<file path="src/rtl/fft_butterfly_6_if.sv">
// Handshake and data bundle for the radix-2 butterfly: upper-leg sample in, twiddle product in, result pair out.
interface fft_butterfly_6_if #(
  parameter int unsigned DW = 12,
  parameter int unsigned PW = 24
);
  logic [DW-1:0] x_real;
  logic [DW-1:0] x_img;
  logic          x_valid;
  logic          x_ready;

  logic [PW-1:0] prod_real;
  logic [PW-1:0] prod_img;
  logic          prod_valid;
  logic          prod_ready;

  logic [DW-1:0] y0_real;
  logic [DW-1:0] y0_img;
  logic [DW-1:0] y1_real;
  logic [DW-1:0] y1_img;
  logic          out_valid;
  logic          out_ready;

  // Upstream/downstream side: offers samples and products, consumes results.
  modport master (
    output x_real, x_img, x_valid,
    input  x_ready,
    output prod_real, prod_img, prod_valid,
    input  prod_ready,
    input  y0_real, y0_img, y1_real, y1_img, out_valid,
    output out_ready
  );

  // Butterfly side.
  modport slave (
    input  x_real, x_img, x_valid,
    output x_ready,
    input  prod_real, prod_img, prod_valid,
    output prod_ready,
    output y0_real, y0_img, y1_real, y1_img, out_valid,
    input  out_ready
  );
endinterface

</file>
<file path="src/rtl/fft_butterfly_6.sv">
// Radix-2 DIT butterfly: buffers upper-leg samples until the matching W*b product arrives,
// then registers y0 = (x + p) >>> 1 and y1 = (x - p) >>> 1 with the product clamped to DW bits.
module fft_butterfly_6 #(
  parameter int unsigned DW    = 12,
  parameter int unsigned PW    = 24,
  parameter int unsigned DEPTH = 4
) (
  input  logic                     clk,
  input  logic                     rst_n,
  input  logic                     en,
  fft_butterfly_6_if.slave         bus,
  output logic [$clog2(DEPTH):0]   fifo_count,
  output logic                     sat_flag
);

  localparam int unsigned AW = $clog2(DEPTH);
  localparam int unsigned CW = AW + 1;

  localparam logic signed [PW-1:0] P_MAX = PW'((1 << (DW - 1)) - 1);
  localparam logic signed [PW-1:0] P_MIN = PW'(-(1 << (DW - 1)));

  logic [DW-1:0] mem_re [DEPTH];
  logic [DW-1:0] mem_im [DEPTH];
  logic [AW-1:0] wr_ptr;
  logic [AW-1:0] rd_ptr;

  logic [DW-1:0] y0_re_q, y0_im_q, y1_re_q, y1_im_q;
  logic          out_valid_q;

  logic          x_ready_c;
  logic          prod_ready_c;
  logic          push_c;
  logic          fire_c;

  logic signed [PW-1:0] pr_c, pi_c;
  logic signed [DW-1:0] p_re_c, p_im_c;
  logic                 clip_c;
  logic signed [DW-1:0] x_re_c, x_im_c;
  logic signed [DW:0]   s_re_c, s_im_c, d_re_c, d_im_c;

  // Handshakes: a full FIFO refuses a push even when a pop happens in the same cycle.
  always_comb begin
    x_ready_c    = en && (fifo_count < CW'(DEPTH));
    prod_ready_c = en && (fifo_count != CW'(0)) && (!out_valid_q || bus.out_ready);
    push_c       = bus.x_valid && x_ready_c;
    fire_c       = bus.prod_valid && prod_ready_c;
  end

  assign bus.x_ready    = x_ready_c;
  assign bus.prod_ready = prod_ready_c;

  // Clamp the product to the DW-bit sample range before the add/subtract.
  always_comb begin
    pr_c   = $signed(bus.prod_real);
    pi_c   = $signed(bus.prod_img);
    p_re_c = DW'(pr_c);
    p_im_c = DW'(pi_c);
    clip_c = 1'b0;
    if (pr_c > P_MAX) begin
      p_re_c = DW'(P_MAX);
      clip_c = 1'b1;
    end else if (pr_c < P_MIN) begin
      p_re_c = DW'(P_MIN);
      clip_c = 1'b1;
    end
    if (pi_c > P_MAX) begin
      p_im_c = DW'(P_MAX);
      clip_c = 1'b1;
    end else if (pi_c < P_MIN) begin
      p_im_c = DW'(P_MIN);
      clip_c = 1'b1;
    end
  end

  // Sum and difference in DW+1 bits so the halving never overflows.
  always_comb begin
    x_re_c = $signed(mem_re[rd_ptr]);
    x_im_c = $signed(mem_im[rd_ptr]);
    s_re_c = {x_re_c[DW-1], x_re_c} + {p_re_c[DW-1], p_re_c};
    s_im_c = {x_im_c[DW-1], x_im_c} + {p_im_c[DW-1], p_im_c};
    d_re_c = {x_re_c[DW-1], x_re_c} - {p_re_c[DW-1], p_re_c};
    d_im_c = {x_im_c[DW-1], x_im_c} - {p_im_c[DW-1], p_im_c};
  end

  // Sample storage; contents are don't-care until written, so no reset.
  always_ff @(posedge clk) begin
    if (push_c) begin
      mem_re[wr_ptr] <= bus.x_real;
      mem_im[wr_ptr] <= bus.x_img;
    end
  end

  // Pointers wrap naturally because DEPTH is a power of two.
  always_ff @(posedge clk or negedge rst_n) begin
    if (!rst_n) begin
      wr_ptr     <= '0;
      rd_ptr     <= '0;
      fifo_count <= '0;
    end else begin
      if (push_c) wr_ptr <= wr_ptr + AW'(1);
      if (fire_c) rd_ptr <= rd_ptr + AW'(1);
      case ({push_c, fire_c})
        2'b10:   fifo_count <= fifo_count + CW'(1);
        2'b01:   fifo_count <= fifo_count - CW'(1);
        default: fifo_count <= fifo_count;
      endcase
    end
  end

  // Result registers: a fire always loads a fresh pair, otherwise a taken pair retires.
  always_ff @(posedge clk or negedge rst_n) begin
    if (!rst_n) begin
      y0_re_q     <= '0;
      y0_im_q     <= '0;
      y1_re_q     <= '0;
      y1_im_q     <= '0;
      out_valid_q <= 1'b0;
      sat_flag    <= 1'b0;
    end else begin
      if (fire_c) begin
        y0_re_q     <= s_re_c[DW:1];
        y0_im_q     <= s_im_c[DW:1];
        y1_re_q     <= d_re_c[DW:1];
        y1_im_q     <= d_im_c[DW:1];
        out_valid_q <= 1'b1;
        if (clip_c) sat_flag <= 1'b1;
      end else if (en && out_valid_q && bus.out_ready) begin
        out_valid_q <= 1'b0;
      end
    end
  end

  assign bus.y0_real   = y0_re_q;
  assign bus.y0_img    = y0_im_q;
  assign bus.y1_real   = y1_re_q;
  assign bus.y1_img    = y1_im_q;
  assign bus.out_valid = out_valid_q;

endmodule
</file>
<file path="src/flat_wrapper.sv">
// flat-port wrapper written by rule: the top's interface ports become plain ports
module fft_butterfly_6_flat 
#(
  parameter int unsigned DW    = 12,
  parameter int unsigned PW    = 24,
  parameter int unsigned DEPTH = 4
)
  (clk, rst_n, en, fifo_count, sat_flag, bus_x_real, bus_x_img, bus_x_valid, bus_x_ready, bus_prod_real, bus_prod_img, bus_prod_valid, bus_prod_ready, bus_y0_real, bus_y0_img, bus_y1_real, bus_y1_img, bus_out_valid, bus_out_ready);
  fft_butterfly_6_if #(.DW(DW), .PW(PW)) bus_i ();
  input  logic clk;
  input  logic rst_n;
  input  logic en;
  output logic [$clog2(DEPTH):0] fifo_count;
  output logic sat_flag;
  input wire logic [$bits(bus_i.x_real)-1:0] bus_x_real;
  input wire logic [$bits(bus_i.x_img)-1:0] bus_x_img;
  input wire logic [$bits(bus_i.x_valid)-1:0] bus_x_valid;
  output wire logic [$bits(bus_i.x_ready)-1:0] bus_x_ready;
  input wire logic [$bits(bus_i.prod_real)-1:0] bus_prod_real;
  input wire logic [$bits(bus_i.prod_img)-1:0] bus_prod_img;
  input wire logic [$bits(bus_i.prod_valid)-1:0] bus_prod_valid;
  output wire logic [$bits(bus_i.prod_ready)-1:0] bus_prod_ready;
  output wire logic [$bits(bus_i.y0_real)-1:0] bus_y0_real;
  output wire logic [$bits(bus_i.y0_img)-1:0] bus_y0_img;
  output wire logic [$bits(bus_i.y1_real)-1:0] bus_y1_real;
  output wire logic [$bits(bus_i.y1_img)-1:0] bus_y1_img;
  output wire logic [$bits(bus_i.out_valid)-1:0] bus_out_valid;
  input wire logic [$bits(bus_i.out_ready)-1:0] bus_out_ready;
  assign bus_i.x_real = bus_x_real;
  assign bus_i.x_img = bus_x_img;
  assign bus_i.x_valid = bus_x_valid;
  assign bus_x_ready = bus_i.x_ready;
  assign bus_i.prod_real = bus_prod_real;
  assign bus_i.prod_img = bus_prod_img;
  assign bus_i.prod_valid = bus_prod_valid;
  assign bus_prod_ready = bus_i.prod_ready;
  assign bus_y0_real = bus_i.y0_real;
  assign bus_y0_img = bus_i.y0_img;
  assign bus_y1_real = bus_i.y1_real;
  assign bus_y1_img = bus_i.y1_img;
  assign bus_out_valid = bus_i.out_valid;
  assign bus_i.out_ready = bus_out_ready;
  fft_butterfly_6 #(.DW(DW), .PW(PW), .DEPTH(DEPTH)) u_core (.clk(clk), .rst_n(rst_n), .en(en), .bus(bus_i), .fifo_count(fifo_count), .sat_flag(sat_flag));
endmodule
</file>
<file path="config.mk">
export PLATFORM = sky130hd
export DESIGN_NAME = fft_butterfly_6_flat
export DESIGN_NICKNAME = d
export VERILOG_FILES = /design/src/rtl/fft_butterfly_6_if.sv /design/src/rtl/fft_butterfly_6.sv /design/src/flat_wrapper.sv
export SDC_FILE = /design/constraint.sdc
export NUM_CORES = 1
export LEC_CHECK = 0
export BUFFER_PORTS_ARGS = -buffer_cell sky130_fd_sc_hd__buf_4
export CAP_MARGIN = 20
export CORE_UTILIZATION = 57
export DETAILED_ROUTE_END_ITERATION = 16
export PLACE_DENSITY_LB_ADDON = 0.05
export SKIP_LAST_GASP = 1
export SYNTH_ARGS = -nofsm -noshare
export SYNTH_HDL_FRONTEND = slang
export SYNTH_SLANG_ARGS = --single-unit
</file>
<file path="constraint.sdc">
create_clock -name clk -period 4.3 [get_ports clk]
set_clock_uncertainty 0.05 [all_clocks]
set_input_delay 0 -clock clk [delete_from_list [all_inputs] [get_ports clk]]
set_output_delay 0 -clock clk [all_outputs]
set_load 0.02 [all_outputs]
</file>
* Yosys cells after proc, flatten, opt, wreduce, memory -nomap -nowiden *
Memory sizes are Yosys's and may differ from the RTL's.
Index checks and enable logic that the tools add are counted.

word-level totals
  register bits = 57
  memory bits (writable) = 96
  bits of input ports = 78
  output and inout bits = 55
  word-level logic and storage cells = 52
  memories = 2

memory list
  name           words  width  read ports  clocked after memory_dff  wr ports  RTL line               source
  u_core.mem_im  4      12     1           0                         1         fft_butterfly_6.sv:23  logic [DW-1:0] mem_im [DEPTH];
  u_core.mem_re  4      12     1           0                         1         fft_butterfly_6.sv:22  logic [DW-1:0] mem_re [DEPTH];

cells by class
  add/sub/neg operators = 8
  order comparisons = 5
  eq/ne operators = 2
  mux-type cells = 13
  reduce and logical (&&, ||, !) cells = 13

operators by type and width
  kind                                                                            count
  24-bit by 12-bit > comparator with 1-bit output, second input constant          2
  24-bit by 12-bit less-than comparator with 1-bit output, second input constant  2
  12-bit 2-to-1 mux                                                               4
  12-bit by 12-bit adder with 13-bit output                                       2
  12-bit by 12-bit subtractor with 13-bit output                                  2
  1-bit 2-to-1 mux                                                                8
  1-bit logical AND                                                               7
  3-bit one-hot mux with 2 select lines                                           1
  2-bit by 1-bit adder with 2-bit output, second input constant                   2
  2-bit nonzero test                                                              2
  3-bit by 1-bit adder with 3-bit output, second input constant                   1
  3-bit less-than comparator, second input constant                               1
  3-bit nonzero test                                                              1
  3-bit by 1-bit subtractor with 3-bit output, second input constant              1
  2-bit by 1-bit equality test with 1-bit output, second input constant           1
  2-bit equality test, second input constant                                      1
  2-bit AND reduction                                                             1
  1-bit zero test                                                                 1
  1-bit logical OR                                                                1

* Depth between registers and ports, before layout *
Gate-level depths: netlist of run 1.

  depth in word-level cells = 6
  mapped depth = 15
  gate-level depth less buffers = 15

* Worst setup path before layout of run 1 *
OpenSTA, ideal clock, no wires.

  path type = register -> register
  start = register u_core.rd_ptr[0]
  end = register u_core.y0_re_q[11] (netlist: u_core.bus.y0_real[11])
  library setup time = 77 ps
  arrival time = 3386 ps
  required time = 4173 ps
  slack = 786 ps
  stages on the path, launching flop included = 15
  buffers on the path = 3
  period minus slack after synthesis = 3514 ps
  cell sequence = dfrtp_1 -> buf_6 -> buf_1 -> mux4_2 -> ha_1 -> buf_2 -> nor2b_1 -> o21ai_1 -> a21boi_1 -> o21ai_1 -> nand2b_1 -> a21oi_1 -> o21ai_1 -> a2111o_1 -> a21oi_1

between the ends
  cells in the longest elaborated chain, start to end = 2

ends and longest elaborated chain
  what                                       RTL line                source
  from (decl)                                fft_butterfly_6.sv:25   logic [AW-1:0] rd_ptr;
  from (signal assigned)                     fft_butterfly_6.sv:101  if (fire_c) rd_ptr <= rd_ptr + AW'(1);
  memory 4 x 12 bit                          --
  12-bit by 12-bit adder with 13-bit output  fft_butterfly_6.sv:79   s_re_c = {x_re_c[DW-1], x_re_c} + {p_re_c[DW-1], p_re_c};
  to (signal assigned)                       fft_butterfly_6.sv:121  y0_re_q <= s_re_c[DW:1];
  to (decl)                                  fft_butterfly_6.sv:27   logic [DW-1:0] y0_re_q, y0_im_q, y1_re_q, y1_im_q;

No other way between the ends.
A chain may end at the register's enable or synchronous reset.

* Worst setup path in the final report of run 1 *
  start = register u_core.rd_ptr[0]
  end = register u_core.y0_im_q[9] (netlist: u_core.bus.y0_img[9])

between the ends
  cells in the longest elaborated chain, start to end = 2

ends and longest elaborated chain
  what                                       RTL line                source
  memory 4 x 12 bit                          --
  12-bit by 12-bit adder with 13-bit output  fft_butterfly_6.sv:80   s_im_c = {x_im_c[DW-1], x_im_c} + {p_im_c[DW-1], p_im_c};
  to (signal assigned)                       fft_butterfly_6.sv:122  y0_im_q <= s_im_c[DW:1];
  to (decl)                                  fft_butterfly_6.sv:27

No other way between the ends.

==> impl_metrics.tcl, run 1 <==
set metrics [dict create \
    yosys.area.top_type_share_pct 36.1 \
    wirelength_um 19000 \
    hold_class "input pin to flop" \
    power_density_nw_per_um2 716 \
    clk_pin_slew_ns 0.06 \
    nFillCells 900 \
    num_vias 5802 \
    drc 0 \
    core_area_um2 13500 \
    n_antenna_cell 0 \
    insertion_delay_ns 0.43 \
    async_flop_share_pct 37.3 \
    fin_crit_sh_pct 88.1 \
    cts_tree "yes" \
    initial_core_util_pct 59.4 \
    postCtsSetupBuffers 0 \
    dpl-instance-area_um2 9160 \
    crit_required_ns 4.55 \
    synth_ff_type "edfxtp_1" \
    start_kind "flop" \
    cts.sinks 153 \
    worst_slew_pin_slew_ns 0.975 \
    startpoint "u_core.rd_ptr[0]$_DFFE_PN0P_" \
    die_h_um 120 \
    syn_nets 800 \
    io_buffer_count 132 \
    dp_hpwl_um 13200 \
    areaGrowthSynthToFinish_pct 26.3 \
    antenna_found_initial 0 \
    worst_hold_slack_ns 0.0487 \
    hp-start "bus_prod_real[23]" \
    syn_area_um2 8000 \
    cap_viol_max_count 0 \
    die_area_um2 14500 \
    ys_seq_area_share_pct 53.9 \
    synth_edf_count 96 \
    r2r_cells 12 \
    crit_arrival_ns 4.04 \
    clock_path_buffers 2 \
    yosysUniqueCellTypes 58 \
    criticalPathCategory "flop to flop" \
    fmax_mhz 264 \
    outcome "finished, final reports clean" \
    synthCells 668 \
    grt_pass1_wl_um 29400 \
    syn_avg_cell_area_um2 12.0 \
    die_w_um 120 \
    io_pins 133 \
    drv_slew 0 \
    p_leak_uw 0.00433 \
    post_drt_via_cell_ratio 5.71 \
    wl_per_cell_um 18.6 \
    cts_max_level 4 \
    ctsResizeCount 0 \
    max_slew_margin_pct 35.0 \
    fin_ws_ns 0.512 \
    post-route-min-period_ns 3.79 \
    grt_use_total_pct 27.6 \
    cts_root_buf "clkbuf_16" \
    min_path_cells 4 \
    final_area_um2 10100 \
    synth_area_leaders "edfxtp_1 (36%), dfrtp_1 (18%), ha_1 (7.7%)" \
    reg2reg_from "u_core.rd_ptr[0]$_DFFE_PN0P_" \
    drive_above_1_share_pct 25.3 \
    grt_overflow 0 \
    rsz0062_at_grt "no" \
    grt_pass1_vias 5699 \
    fin_nets 961 \
    gp_congestion 0.868 \
    synth-seq-cells 153 \
    setup_tns_ns 0 \
    hold_viol_final 0 \
    synth_warnings 0 \
    dp_slack_ns 0.593 \
    grt_max_degree 61 \
    synth_top_area_cell "edfxtp_1" \
    setup_viol 0 \
    path_max_fanout 12 \
    row_count 42 \
    dr.pass1.iters 5 \
    cp-end-kind "flop" \
    cts_made_buffers 17 \
    hold_buffers 29 \
    first_iter_violations 389 \
    drtAntennaViolNets 0 \
    vdd_drop_max_mv 0.398 \
]
## worst paths after layout
check,slack (ns),endpoint
setup / recovery,0.51,u_core.bus.y0_img[9]$_DFFE_PN0P_
hold / removal,0.05,u_core.bus.y0_real[11]$_DFFE_PN0P_
setup reg to reg,0.51,u_core.bus.y0_img[9]$_DFFE_PN0P_
hold reg to reg,0.43,u_core.bus.y1_img[3]$_DFFE_PN0P_
max in group asynchronous,3.59,u_core.rd_ptr[0]$_DFFE_PN0P_
min in group asynchronous,0.12,u_core.fifo_count[0]$_DFFE_PN0P_
## critical path, stage by stage, from the launching register on
cell and delay (ns):
dfrtp_1 0.59, buf_4 0.35, mux4_2 0.56, ha_1 0.48, nor2b_1 0.21, o21ai_1 0.10, a21boi_1 0.24, o21ai_1 0.11
a21oi_1 0.21, o21ai_1 0.15, a211oi_1 0.24, nor3_1 0.07, o41ai_1 0.30
## cell usage in the layout, fill, tap and decap left out, drive strengths merged, types with 7 or more instances in the layout
cell	instances
a21o	15
a21oi	39
and3	7
buf	144
clkbuf	18
dfrtp	57
dlygate4sd3	29
edfxtp	96
ha	49
inv	64
mux4	24
nand2	65
nand3	8
nand4	7
nor2	27
nor2b	7
nor4	8
o21a	11
o21ai	54
o31ai	8
xnor2	26
xor2	12
## metal layers
metal	share of wire, %	track usage (%)	vias up
li1	-	-	2726
met1	45	38.1	2806
met2	47	44.3	235
met3	5.9	4.62	35
met4	2.1	10.2	0
met5	0	0	-
## cells in the mapped netlist (8+ instances only)
master,n
inv_1,57
nor4_1,8
o21ai_0,18
xnor2_1,26
ha_1,49
o21a_1,11
clkbuf_1,18
dfrtp_1,57
xor2_1,12
a21oi_1,36
nor2_1,27
mux4_2,24
a21o_1,15
nand2_1,64
nand3_1,8
o21ai_1,36
edfxtp_1,96
## layout make-up
cell class	instances	area, µm²	area share [%]
Timing Repair Buffer	174	1380	13.7
Clock inverter	14	210	2.08
Tap cell	176	220	2.18
Inverter	57	214	2.12
Sequential cell	153	4310	42.7
Clock buffer	17	425	4.21
Multi-Input combinational cell	426	3340	33.1
## registers in the layout (all words and copies together) (netlist names)
register / flops
u_core.bus.y1_img: 12
u_core.mem_re: 48
u_core.bus.out_valid: 1
u_core.rd_ptr: 2
u_core.sat_flag: 1
u_core.bus.y1_real: 12
u_core.mem_im: 48
u_core.fifo_count: 3
u_core.wr_ptr: 2
u_core.bus.y0_real: 12
u_core.bus.y0_img: 12
## stage by stage
stage               power, µW  cells  utilization, %
floorplan                4480    668               -
global route             7630   1017            75.0
finish                   7230   1017            75.0
CTS                      7220   1016            75.0
global placement         5490    956            68.1
detailed placement       5570    956            68.1
## report_power, final
group          leakage [µW]  switching, µW  internal, µW
sequential          0.00157            191          1890
combinational       0.00246           2030          1490
clock              0.000305            631           986
total               0.00433           2850          4370
## logic make-up (layout without fill, tap and decap cells)
logic type,Yosys count,in the layout,synth area share [%]
AO/OA/AOI/OAI,158,158,12.9
AND/OR/NAND/NOR,152,152,9.01
flip-flops,153,153,53.9
buffers and inverters,89,262,4.38
adder cells (fa/ha/maj),54,54,8.92
XOR/XNOR,38,38,4.16
multiplexers,24,24,6.76
Note: power is estimated with default switching activity, not from simulation.
==> inputs of run 2 (changes only) <==
--- a/config.mk
+++ b/config.mk
@@ -7,8 +7,9 @@
 export LEC_CHECK = 0
 export BUFFER_PORTS_ARGS = -buffer_cell sky130_fd_sc_hd__buf_4
 export CAP_MARGIN = 20
-export CORE_UTILIZATION = 57
+export CORE_UTILIZATION = 55
 export DETAILED_ROUTE_END_ITERATION = 16
+export HOLD_SLACK_MARGIN = 0.08
 export PLACE_DENSITY_LB_ADDON = 0.05
 export SKIP_LAST_GASP = 1
 export SYNTH_ARGS = -nofsm -noshare
==> run 2 against run 1 <==
Core utilization decreased by 3.2 points. Clock power decreased by 5%. Total power decreased by 1.8%. Clock-buffer cell count unchanged. Cell count increased by 0.69%. Register-to-register slack improved by 0.24 ns. Setup slack improved by 0.24 ns. Die area increased by 3.6%. Critical endpoint unchanged. Critical path depth unchanged. Sequential share of layout area about the same. Combinational power decreased by 2%.
==> impl_metrics.tcl, run 2 (synthesized netlist as in run 1, its figures left out) <==
set metrics [dict create \
    p_leak_uw 0.00434 \
    clock_path_buffers 2 \
    num_vias 5677 \
    start_kind "flop" \
    drv_slew 0 \
    rrSetupSlack_ns 0.75 \
    regArea_um2 4310 \
    outcome "finished, final reports clean" \
    fin_ws_ns 0.750 \
    fmax_mhz 282 \
    die_area_um2 15000 \
    hold_class "input pin to async pin" \
    setup_tns_ns 0 \
    row_count 43 \
    critical-path-top-cell-by-count "o21ai_1" \
    rsz0062_at_grt "no" \
    power_density_nw_per_um2 703 \
    die_h_um 123 \
    grt_max_degree 93 \
    internal_power_uw 4270 \
    crit_arrival_ns 3.82 \
    io_pins 133 \
    cap_viol_max_count 0 \
    crit_required_ns 4.57 \
    path_cells "buf_4 -> mux4_2 -> ha_1 -> nor2b_1 -> o21ai_1 -> a21boi_1 -> o21ai_1 -> a21oi_1 -> o21ai_1 -> a211oi_1 -> nor3_1 -> o41ai_1" \
    grt_use_total_pct 26.6 \
    r2r_cells 12 \
    gp_congestion 0.842 \
    clk_pin_slew_ns 0.07 \
    post_drt_via_cell_ratio 5.54 \
    worst_hold_slack_ns 0.128 \
    postCtsSetupBuffers 0 \
    post-route-min-period_ns 3.55 \
    max_slew_margin_pct 45.7 \
    cts_made_buffers 17 \
    cp-end-kind "flop" \
    dp_hpwl_um 13100 \
    areaGrowthSynthToFinish_pct 26.2 \
    grt_pass1_wl_um 29200 \
    cts_root_buf "clkbuf_16" \
    drc 0 \
    worst_slew_pin_slew_ns 0.814 \
    grt_pass1_vias 5684 \
    use_met3_pct 3.90 \
    combPwrFrac_pct 48.6 \
    die_w_um 123 \
    first_iter_violations 360 \
    met2_usage_pct 42.9 \
    p_seq_share_pct 29.6 \
    finalPower_uw 7100 \
    drive_above_1_share_pct 25.5 \
    clockPowerShare_pct 21.8 \
    swShare_pct 39.9 \
    nFillCells 962 \
    wirelength_um 18700 \
    antenna_found_initial 0 \
    hold_viol_final 0 \
    wl_per_cell_um 18.3 \
    path_max_fanout 9 \
    initial_core_util_pct 56.9 \
    slowest_delay_ns 0.60 \
    cts.sinks 153 \
    vdd_drop_max_mv 0.400 \
    setup_viol 0 \
    slowest_stage "dfrtp_1" \
    worstReg2RegEnd "u_core.bus.y0_img[9]$_DFFE_PN0P_" \
    io_buffer_count 132 \
    final_common_cell "buf_4" \
    cts_tree "yes" \
    drtAntennaViolNets 0 \
    top_usage_layer "met2" \
    dpl-instance-area_um2 9180 \
    core_area_um2 14000 \
    final_cell_mix "buf_4 (146), edfxtp_1 (96), nand2_1 (63), inv_1 (57), dfrtp_1 (57)" \
    fin_nets 963 \
    grt_util_met1_pct 37.2 \
    multi_input_area_um2 3340 \
    grt_overflow 0 \
    final_area_um2 10100 \
    reg2reg_from "u_core.rd_ptr[0]$_DFFE_PN0P_" \
    fin_crit_sh_pct 82.6 \
    dp_slack_ns 0.780 \
    insertion_delay_ns 0.43 \
    cts_max_level 4 \
    criticalPathCategory "flop to flop" \
    dr.pass1.iters 4 \
    n_antenna_cell 0 \
    largestRegisters "u_core.mem_im: 48 flops, u_core.mem_re: 48 flops" \
    power_switching_uw 2830 \
]
[run 2: cell type report]
| type | instances | area share, % |
|---|---|---|
| Sequential cell | 153 | 42.7 |
| Inverter | 57 | 2.12 |
| Clock buffer | 17 | 4.22 |
| Multi-Input combinational cell | 426 | 33.1 |
| Timing Repair Buffer | 176 | 13.8 |
| Tap cell | 180 | 2.23 |
| Clock inverter | 15 | 1.82 |
[run 2: how the worst max path moves through the flow]
| stage | start | end | depth (start not counted) |
|---|---|---|---|
| global placement | u_core.rd_ptr[0]$_DFFE_PN0P_ | u_core.bus.y1_img[9]$_DFFE_PN0P_ | 12 |
| floorplan | u_core.rd_ptr[0]$_DFFE_PN0P_ | u_core.bus.y0_real[11]$_DFFE_PN0P_ | 14 |
| CTS | u_core.rd_ptr[0]$_DFFE_PN0P_ | u_core.bus.y0_img[9]$_DFFE_PN0P_ | 12 |
| detailed placement | u_core.rd_ptr[0]$_DFFE_PN0P_ | u_core.bus.y0_img[9]$_DFFE_PN0P_ | 12 |
| global route | u_core.rd_ptr[0]$_DFFE_PN0P_ | u_core.bus.y0_img[9]$_DFFE_PN0P_ | 12 |
| finish | u_core.rd_ptr[0]$_DFFE_PN0P_ | u_core.bus.y0_img[9]$_DFFE_PN0P_ | 12 |
[run 2: worst max-delay path: cells and delay by family, from the launching register on]
family	cells	cell delay [ns]
flops	1	0.60
fa+ha+maj	1	0.51
simple gates	2	0.26
compound gates	7	1.24
mux	1	0.54
buf+inv	1	0.24
[run 2: metal layers]
layer	share of wire, %	wire, µm	vias to the layer above
met5	0	0	-
met4	1.3	253	0
met3	4.7	876	18
met2	47	8860	172
met1	47	8750	2764
li1	-	-	2723
[run 2: repair_timing]
item,in CTS,in global routing
hold buffers,30,0
resized for setup,0,0
endpoints found under the hold margin,160,0
[run 2: metrics by stage]
| step | cells | util, % |
|---|---|---|
| final | 1024 | 71.9 |
| after global routing | 1024 | 71.9 |
| after CTS | 1024 | 71.9 |
| after detailed placement | 962 | 65.4 |
| after global placement | 962 | 65.4 |
| after floorplan | 668 | - |
[run 2: power groups by stage]
stage,clock network (µW),logic [µW],registers [µW]
detailed placement,0,3410,2140
floorplan,0,2130,2340
finish,1540,3450,2100
global route,1610,3800,2140
CTS,1560,3450,2110
global placement,0,3380,2120
